`config.mk`:
```
export PLATFORM = sky130hd
export DESIGN_NAME = keypad_scanner_flat
export DESIGN_NICKNAME = d
export VERILOG_FILES = /design/src/rtl/keypad_if.sv /design/src/rtl/keypad_scanner.sv /design/src/flat_wrapper.sv
export SDC_FILE = /design/constraint.sdc
export NUM_CORES = 1
export LEC_CHECK = 0
export CAP_MARGIN = 20
export CELL_PAD_IN_SITES_DETAIL_PLACEMENT = 1
export CELL_PAD_IN_SITES_GLOBAL_PLACEMENT = 1
export CORE_ASPECT_RATIO = 0.8
export CORE_UTILIZATION = 41
export DETAILED_ROUTE_END_ITERATION = 8
export PLACE_DENSITY = 0.85
export SYNTH_ARGS = -nofsm -noshare
export SYNTH_HDL_FRONTEND = slang
export SYNTH_SLANG_ARGS = --single-unit
export TNS_END_PERCENT = 30
```
`constraint.sdc`:
```
create_clock -name clk -period 2.3 [get_ports clk]
set_clock_uncertainty 0.05 [all_clocks]
set_input_delay 0.345 -clock clk [delete_from_list [all_inputs] [get_ports clk]]
set_output_delay 0.345 -clock clk [all_outputs]
set_load 0.02 [all_outputs]
```
`src/rtl/keypad_if.sv`:
```
// Keypad scanner bus: matrix lines plus the character output to the LCD stage.
// master = scanner side, slave = keypad matrix / consumer side.
interface keypad_if;
  logic [3:0] row_n;
  logic [3:0] col_n;
  logic [5:0] key_code;
  logic       key_valid;
  logic [2:0] key_cnt;
  logic       busy;

  modport master (
    input  row_n,
    output col_n,
    output key_code,
    output key_valid,
    output key_cnt,
    output busy
  );

  modport slave (
    output row_n,
    input  col_n,
    input  key_code,
    input  key_valid,
    input  key_cnt,
    input  busy
  );
endinterface

```
`src/rtl/keypad_scanner.sv`:
```
// 4x4 matrix keypad scanner with tick-based debounce.
// Emits one 6-bit code plus a wrapping press count per accepted key.
module keypad_scanner #(
  parameter int SCAN_DIV   = 50_000,
  parameter int DEBOUNCE_N = 20
) (
  input  logic     clk,
  input  logic     rst_n,
  keypad_if.master kp
);
  localparam int TW = (SCAN_DIV > 1) ? $clog2(SCAN_DIV) : 1;
  localparam int SW = $clog2(DEBOUNCE_N + 1);
  localparam logic [TW-1:0] TICK_LAST = TW'(SCAN_DIV - 1);
  localparam logic [SW-1:0] STABLE_N  = SW'(DEBOUNCE_N);

  typedef enum logic [1:0] {
    SCAN, DEBOUNCE, HOLD, RELEASE
  } state_e;

  state_e        state_q, state_d;
  logic [3:0]    r1_q, rs_q;
  logic [TW-1:0] div_q, div_d;
  logic [1:0]    col_q, col_d;
  logic [3:0]    coln_q;
  logic [SW-1:0] stb_q, stb_d;
  logic [3:0]    pat_q, pat_d;
  logic [1:0]    row_q, row_d;
  logic [5:0]    code_q, code_d;
  logic [2:0]    cnt_q, cnt_d;
  logic          valid_q, valid_d;
  logic          busy_q;

  logic          tick;
  logic [3:0]    low;
  logic          idle, one_low, same;
  logic [1:0]    low_idx;
  logic [SW-1:0] stb_inc;

  assign tick    = (div_q == TICK_LAST);
  assign div_d   = tick ? '0 : div_q + TW'(1);
  assign low     = ~rs_q;
  assign idle    = (rs_q == 4'b1111);
  assign one_low = (low != 4'b0) &&
                   ((low & (low - 4'd1)) == 4'b0);
  assign same    = (rs_q == pat_q);
  assign stb_inc = (stb_q == STABLE_N) ? stb_q
                                       : stb_q + SW'(1);

  always_comb begin
    low_idx = 2'd0;
    unique case (low)
      4'b0001: low_idx = 2'd0;
      4'b0010: low_idx = 2'd1;
      4'b0100: low_idx = 2'd2;
      4'b1000: low_idx = 2'd3;
      default: low_idx = 2'd0;
    endcase
  end

  always_ff @(posedge clk or negedge rst_n) begin
    if (!rst_n) begin
      state_q <= SCAN;
    end else begin
      state_q <= state_d;
    end
  end

  always_comb begin
    state_d = state_q;
    if (tick) begin
      unique case (state_q)
        SCAN: begin
          if (one_low) state_d = DEBOUNCE;
        end
        DEBOUNCE: begin
          if (!same) state_d = SCAN;
          else if (stb_inc == STABLE_N) state_d = HOLD;
        end
        HOLD: begin
          if (idle) state_d = RELEASE;
        end
        RELEASE: begin
          if (!idle) state_d = HOLD;
          else if (stb_inc == STABLE_N) state_d = SCAN;
        end
        default: state_d = SCAN;
      endcase
    end
  end

  // Column stays frozen from detection until the release is debounced.
  always_comb begin
    col_d   = col_q;
    stb_d   = stb_q;
    pat_d   = pat_q;
    row_d   = row_q;
    code_d  = code_q;
    cnt_d   = cnt_q;
    valid_d = 1'b0;
    if (tick) begin
      unique case (state_q)
        SCAN: begin
          if (one_low) begin
            pat_d = rs_q;
            row_d = low_idx;
            stb_d = SW'(1);
          end else begin
            col_d = col_q + 2'd1;
          end
        end
        DEBOUNCE: begin
          if (!same) begin
            stb_d = '0;
            col_d = col_q + 2'd1;
          end else begin
            stb_d = stb_inc;
            if (stb_inc == STABLE_N) begin
              code_d  = {2'b00, row_q, col_q};
              cnt_d   = cnt_q + 3'd1;
              valid_d = 1'b1;
            end
          end
        end
        HOLD: begin
          if (idle) stb_d = SW'(1);
        end
        RELEASE: begin
          if (!idle) begin
            stb_d = '0;
          end else begin
            stb_d = stb_inc;
            if (stb_inc == STABLE_N) col_d = col_q + 2'd1;
          end
        end
        default: ;
      endcase
    end
  end

  always_ff @(posedge clk or negedge rst_n) begin
    if (!rst_n) begin
      r1_q    <= 4'b1111;
      rs_q    <= 4'b1111;
      div_q   <= '0;
      col_q   <= 2'd0;
      coln_q  <= 4'b1110;
      stb_q   <= '0;
      pat_q   <= 4'b1111;
      row_q   <= 2'd0;
      code_q  <= 6'd0;
      cnt_q   <= 3'd0;
      valid_q <= 1'b0;
      busy_q  <= 1'b0;
    end else begin
      r1_q    <= kp.row_n;
      rs_q    <= r1_q;
      div_q   <= div_d;
      col_q   <= col_d;
      coln_q  <= ~(4'b0001 << col_d);
      stb_q   <= stb_d;
      pat_q   <= pat_d;
      row_q   <= row_d;
      code_q  <= code_d;
      cnt_q   <= cnt_d;
      valid_q <= valid_d;
      busy_q  <= (state_d != SCAN);
    end
  end

  assign kp.col_n     = coln_q;
  assign kp.key_code  = code_q;
  assign kp.key_cnt   = cnt_q;
  assign kp.key_valid = valid_q;
  assign kp.busy      = busy_q;
endmodule

```
`src/flat_wrapper.sv`:
```
// flat-port wrapper written by rule: the top's interface ports become plain ports
module keypad_scanner_flat 
#(
  parameter int SCAN_DIV   = 50_000,
  parameter int DEBOUNCE_N = 20
)
  (clk, rst_n, kp_row_n, kp_col_n, kp_key_code, kp_key_valid, kp_key_cnt, kp_busy);
  keypad_if kp_i ();
  input  logic clk;
  input  logic rst_n;
  input wire logic [$bits(kp_i.row_n)-1:0] kp_row_n;
  output wire logic [$bits(kp_i.col_n)-1:0] kp_col_n;
  output wire logic [$bits(kp_i.key_code)-1:0] kp_key_code;
  output wire logic [$bits(kp_i.key_valid)-1:0] kp_key_valid;
  output wire logic [$bits(kp_i.key_cnt)-1:0] kp_key_cnt;
  output wire logic [$bits(kp_i.busy)-1:0] kp_busy;
  assign kp_i.row_n = kp_row_n;
  assign kp_col_n = kp_i.col_n;
  assign kp_key_code = kp_i.key_code;
  assign kp_key_valid = kp_i.key_valid;
  assign kp_key_cnt = kp_i.key_cnt;
  assign kp_busy = kp_i.busy;
  keypad_scanner #(.SCAN_DIV(SCAN_DIV), .DEBOUNCE_N(DEBOUNCE_N)) u_core (.clk(clk), .rst_n(rst_n), .kp(kp_i));
endmodule
```
==> results of run 1 <==
==> worst min-delay path by stage <==
stage	startpoint	end	cells after the start
global route	u_core.r1_q[1]	u_core.rs_q[1]	0
CTS	u_core.r1_q[1]	u_core.rs_q[1]	0
global placement	rst_n	u_core.div_q[12]	1
finish	u_core.r1_q[1]	u_core.rs_q[1]	0
detailed placement	rst_n	u_core.div_q[12]	1
floorplan	rst_n	u_core.col_q[0]	0
==> metrics by stage <==
step,instance area [sq um],std cells,total power [mW],setup TNS (ns),setup WS (ns)
final,3103,350,1.538,0,0.04766
after detailed placement,2897,333,1.017,-0.3536,-0.07046
after CTS,3005,342,1.568,0,0.03936
after global placement,2897,333,1.014,0,0.01788
after global routing,3103,350,1.604,-0.3008,-0.05725
after floorplan,2586,236,0.9829,0,0.1662
==> sequential cells by signal (all words and copies together) (netlist names) <==
name and cells:
u_core.state_q 2, u_core.kp.busy 1, u_core.pat_q 4, u_core.kp.col_n 4, u_core.stb_q 5, u_core.row_q 2
u_core.r1_q 4, u_core.kp.key_code 4, u_core.col_q 2, u_core.kp.key_cnt 3, u_core.div_q 16, u_core.kp.key_valid 1
u_core.rs_q 4
==> cells in the final DEF (no fill, tap or decap), drive strengths merged, types with 2 or more instances in the layout <==
master	instances
dfstp	15
nand2	15
buf	19
dfrtp	37
and4	3
nand4b	3
o2bb2ai	2
nor4bb	2
mux2i	3
conb	2
a21oi	3
o21a	2
a211oi	2
nand3	10
nand4	10
inv	9
ha	4
a21o	2
and3	3
xnor2	15
a311oi	3
o21ai	2
o22ai	3
xor2	10
nor2b	7
mux2	11
or3	2
clkbuf	8
nand3b	2
or4b	2
nor2	21
clkdlybuf4s50	17
==> power groups by stage <==
| stage | Combinational (mW) | Sequential (mW) | Clock [mW] |
|---|---|---|---|
| 2_1_floorplan | 0.0374 | 0.946 | 0 |
| 3_5_place_dp | 0.0601 | 0.957 | 0 |
| 3_3_place_gp | 0.0583 | 0.956 | 0 |
| 4_1_cts | 0.0621 | 0.940 | 0.566 |
| 5_1_grt | 0.0691 | 0.942 | 0.593 |
| 6_report | 0.0610 | 0.940 | 0.537 |
==> worst reg2reg max path: stages, from the launching register on <==
cell and delay, ns:
dfrtp_1 0.39, ha_2 0.22, or4b_4 0.48, nor4_4 0.26, buf_4 0.19, buf_12 0.12
nand3_4 0.11, mux2_4 0.32
==> area by class of cell <==
type | count | area [sq um]
clock buffer | 7 | 86.33
clock inverter | 1 | 7.507
fill | 662 | 2903
inverter | 9 | 33.78
multi-input combinational | 162 | 1196
sequential | 52 | 1320
tap | 81 | 101.3
timing repair buffer | 38 | 357.8
==> cell families (layout without fill, tap and decap cells) <==
group	count (synthesis)	in the layout
other	1	2
DFF	52	52
adders and majority gates	4	4
and+or+nand+nor	85	85
muxes	14	14
AOI/OAI and AO/OA	32	32
xor gates and xnor gates	25	25
buffers and inverters	22	55
==> what timing repair did <==
item,4_1_cts,5_1_grt
resized for setup,1,6
hold endpoints to repair,10,0
pin swaps,0,2
gates cloned,0,1
buffers inserted,0,7
endpoints found under the setup margin,7,19
hold buffers,1,0
==> metal layers <==
| layer | routed length (um) | GRT usage, % |
|---|---|---|
| met1 | 2767 | 25.90 |
| met3 | 201 | 3.750 |
| met2 | 2717 | 28.87 |
| met4 | 65 | 6.989 |
| met5 | 0 | 0 |
==> results.yml, run 1 <==
status:
  status: "complete, no violations"
timing:
  period_share_pct: 97.93
  hold_viol: 0
  max-slew-margin-rel_pct: 59.60
  holdWs_ns: 0.3088
  slew_viol_final: 0
  worstMarginPinSlew_ns: 0.6019
  min_period_ns: 2.252
  rsz0062_at_grt: "true"
  setup_viol_count_final: 0
  max_freq_mhz: 444.0
route:
  wl_um: 5751
  ant_nets: 0
  drt_iter0_drc: 134
  drc: 0
  vias: 1924
  post_drt_wl_per_cell_um: 16.43
  avgViaCountPerCell: 5.497
  firstDrtPassIters: 4
cells_and_area:
  nets: 278
  diodes: 0
  final_core_util_pct: 51.67
  drive_above_1_share_pct: 23.42
  area_delta_synth_final_pct: 20.16
pwr:
  p_comb_share_pct: 4.0
  p_clk_share_pct: 34.9
  p_sw_share_pct: 22.16
  p_per_area_mw_per_mm2: 495.6
  p_int_mw: 1.197
  p_seq_share_pct: 61.1
  p_sw_mw: 0.3407
  p_leak_nw: 1.349
  vdd_drop_max_mv: 0.4067
clock_network:
  cts_sinks: 52
  cts_buffers: 5
  cts.clk_slew.worst_paths_ns: 0.09
  clock_latency_ns: 0.31
  cts_tree: "yes"
  cts_buffer_depth: 2
  cts_max_level: 2
  clock-root-buffer: "clkbuf_8"
placed_design:
  gp_congestion: 0.8008
  place_hpwl_um: 4057
  port_buffers: 18
yosys:
  synth_top_family_by_area: "simple AND/OR/NAND/NOR gates"
  synthAdderAreaFrac_pct: 1.938
  synth-compound-area-share_pct: 9.496
  synth_area_leaders: "dfrtp_1 (36%), dfstp_2 (15%), xnor2_1 (5.1%)"
  synth_area_sq_mm: 0.002582
  ys_seq_area_share_pct: 51.11
  synth-edff-count: 0
  synthSimpleGateAreaFrac_pct: 19.19
  synth_flop_cell: "dfrtp_1"
  async_reset_ff_share_pct: 100.0
  synthXorXnorAreaFrac_pct: 8.479
  yosys_warnings: 0
  yosys.cell_count.top_type: "dfrtp_1"
  synthMuxAreaShare_pct: 5.959
  synth.distinct_cells: 54
  netlist_top_cells_count: "dfrtp_1 (37), nor2_1 (21), dfstp_2 (15), nand2_1 (15), xnor2_1 (15)"
  synth_top_area_cell: "dfrtp_1"
  ys_ff_latch: 52
  syn_area_per_cell_sq_um: 10.99
  synth_top_area_share_pct: 35.85
  syn_inst: 235
floorplan:
  initial_core_util_pct: 43.00
  core_area_sq_mm: 0.006006
  io_pins: 21
  die_y_um: 72.99
  die_w_um: 90.73
  dieArea_sq_mm: 0.006622
  rows: 25
setup_path:
  crit_chain: "ha_2 -> or4b_4 -> nor4_4 -> buf_4 -> buf_12 -> nand3_4 -> mux2_4"
  critical_path_class: "reg -> reg"
  cp.depth: 7
  crit_fanout: 7
  startpoint: "u_core.div_q[0]"
  worstPathRequired_ns: 2.45
  crit_path_end: "u_core.row_q[1]"
  path_buf_inv: 2
  regToRegSetupSlack_ns: 0.05
  cp.arrival_ns: 2.40
  worst_setup_path_end_kind: "flip-flop"
  crit_slowest_cell: "or4b_4"
  rr_startpoint: "u_core.div_q[0]"
  slowest_delay_ns: 0.48
  startpoint_type: "flip-flop"
  reg2reg_depth: 7
  critical_path.top_delay_family: "simple AND/OR/NAND/NOR gates"
  worstReg2RegEnd: "u_core.row_q[1]"
global_route:
  grt_start_max_net_pins: 23
  antenna_found_initial: 0
  track_usage_pct: 18.59
  grt_pass1_vias: 1985
  gr-total-overflow: 0
  grt_pass1_wl_um: 9694
worst_hold_path:
  hold_path_class: "reg -> reg"
flow_run:
  cap_violations: 0
Note: power is estimated with default switching activity, not from simulation.
==> run 2, diff against run 1 <==
--- a/config.mk
+++ b/config.mk
@@ -10,8 +10,9 @@
 export CELL_PAD_IN_SITES_GLOBAL_PLACEMENT = 1
 export CORE_ASPECT_RATIO = 0.8
 export CORE_UTILIZATION = 41
+export CTS_BUF_LIST = sky130_fd_sc_hd__clkbuf_16
 export DETAILED_ROUTE_END_ITERATION = 8
-export PLACE_DENSITY = 0.85
+export PLACE_DENSITY_LB_ADDON = 0.1
 export SYNTH_ARGS = -nofsm -noshare
 export SYNTH_HDL_FRONTEND = slang
 export SYNTH_SLANG_ARGS = --single-unit
==> run 2 against run 1 <==
Compared with the run above:
- sequential share of layout area shrank 0.34 points
- final cell count is 0.86% lower
- cell area increased by 0.81%
- non-clock buffer count down 3
- sequential power barely moved
- critical path type unchanged
- largest cell class unchanged
- largest power group unchanged
==> results.yml, run 2 (same netlist as run 1, synthesis figures left out) <==
cells_and_area:
  diodes: 0
  area_delta_synth_final_pct: 21.12
  drive_above_1_share_pct: 21.05
  reg.largest.list: "u_core.div_q (16), u_core.stb_q (5)"
  layout_commonest_cell: "dfrtp_1"
  final_core_util_pct: 52.08
  largest_register: "u_core.div_q"
  instances_no_fill: 347
  nets: 275
  postLayoutCellArea_sq_mm: 0.003128
  most-common-layout-cells: "dfrtp_1 (37), nor2_1 (21), clkdlybuf4s50_1 (17)"
  largest_register_ffs: 16
timing:
  max-slew-margin-rel_pct: 58.21
  slew_viol_final: 0
  setup_viol_count_final: 0
  holdWs_ns: 0.02378
  layout_setup_ws_ns: 0.08825
  setup-tns-final_ns: 0
  hold_viol: 0
  period_share_pct: 96.16
  rsz0062_at_grt: "true"
  max_freq_mhz: 452.1
  worstMarginPinSlew_ns: 0.6226
  min_period_ns: 2.212
floorplan:
  die_y_um: 72.99
  io_pins: 21
  die_w_um: 90.73
  dieArea_sq_mm: 0.006622
  initial_core_util_pct: 43.00
  rows: 25
  core_area_sq_mm: 0.006006
clock_network:
  postCtsHoldBufs: 0
  cts_tree: "yes"
  cts.clk_slew.worst_paths_ns: 0.07
  cts_buffers: 5
  cts_max_level: 2
  clock_latency_ns: 0.28
  cts_buffer_depth: 2
  cts_sinks: 52
  clock-root-buffer: "clkbuf_16"
pwr:
  p_seq_share_pct: 51.3
  p_sw_share_pct: 20.20
  p_int_mw: 1.462
  p_sw_mw: 0.3702
  vdd_drop_max_mv: 0.4375
  p_leak_nw: 1.365
  power.total_mw: 1.833
  p_per_area_mw_per_mm2: 585.9
  p_clk_share_pct: 45.2
  p_comb_share_pct: 3.5
route:
  ant_nets: 0
  drc: 0
  firstDrtPassIters: 4
  post_drt_wl_per_cell_um: 16.59
  wl_um: 5758
  avgViaCountPerCell: 5.392
  drt_iter0_drc: 73
  vias: 1871
setup_path:
  critical_path_class: "reg -> reg"
  worstPathRequired_ns: 2.42
  startpoint_type: "flip-flop"
  crit_fanout: 7
  worst_setup_path_end_kind: "flip-flop"
  cp.arrival_ns: 2.33
global_route:
  gr-total-overflow: 0
  antenna_found_initial: 0
  grt_start_max_net_pins: 28
  grt_pass1_vias: 1996
  track_usage_pct: 19.45
  grt_pass1_wl_um: 9901
status:
  status: "complete, no violations"
placed_design:
  gp_congestion: 0.8294
  dp_cells: 338
  place_hpwl_um: 4188
  dp_slack_ns: -0.02545
  port_buffers: 18
  placed_area_sq_mm: 0.002934
flow_run:
  cap_violations: 0
worst_hold_path:
  hold_path_class: "in -> async"
-- run 2: cell types whose count changed in the layout (fill, tap and decap cells not counted), sizes merged --
cell         previous run  this run
inv                     9        10
clkinvlp                1         0
buf                    19        18
clkbuf                  8         5
clkinv                  0         1
dlygate4sd3             1         0
bufinv                  0         1
-- run 2: what timing repair did --
| action | CTS | global route |
|---|---|---|
| gates resized for setup | 1 | 3 |
| buffers inserted | 0 | 1 |
| setup endpoints to repair | 5 | 9 |
-- run 2: cell type report --
class	instances	area (sq um)
Fill cell	668	2878
Sequential cell	52	1320
Multi-Input combinational cell	162	1190
Timing Repair Buffer	35	319.1
Clock buffer	5	125.1
Inverter	9	33.78
Clock inverter	3	38.79
Tap cell	81	101.3
-- run 2: final timing paths --
kind / start / endpoint / slack (ns) / cells after the start
setup / recovery: u_core.stb_q[0] / u_core.kp.key_code[2] / 0.09 / 7
hold / removal: rst_n / u_core.div_q[3] / 0.02 / 1
setup reg to reg: u_core.stb_q[0] / u_core.kp.key_code[2] / 0.09 / 7
hold reg to reg: u_core.r1_q[0] / u_core.rs_q[0] / 0.31 / 0
max in group asynchronous: rst_n / u_core.kp.col_n[2] / 1.55 / 2
min in group clk: u_core.r1_q[0] / u_core.rs_q[0] / 0.31 / 0
-- run 2: power groups by stage --
| stage | sequential [mW] | clock, mW | combinational (mW) |
|---|---|---|---|
| floorplan | 0.946 | 0 | 0.0374 |
| global placement | 0.957 | 0 | 0.0632 |
| detailed placement | 0.957 | 0 | 0.0645 |
| CTS | 0.941 | 0.853 | 0.0650 |
| global route | 0.942 | 0.889 | 0.0728 |
| finish | 0.941 | 0.828 | 0.0642 |
-- run 2: per-layer routing --
layer / track usage (%) / up-vias / share of wire, % / routed length (um)
met5: 0 / - / 0 / 0
met4: 5.376 / 0 / 0.73 / 42
met3: 3.750 / 4 / 3.1 / 181
met2: 31.23 / 30 / 47 / 2712
met1: 27.16 / 948 / 49 / 2821
li1: - / 889 / - / -
-- run 2: worst max-delay path, cell delays in order (launching register included) --
cell	delay (ns)
dfrtp_1	0.41
inv_1	0.10
ha_1	0.24
nand4b_1	0.17
mux2_2	0.40
and3_1	0.22
nand3_4	0.14
mux2_2	0.35
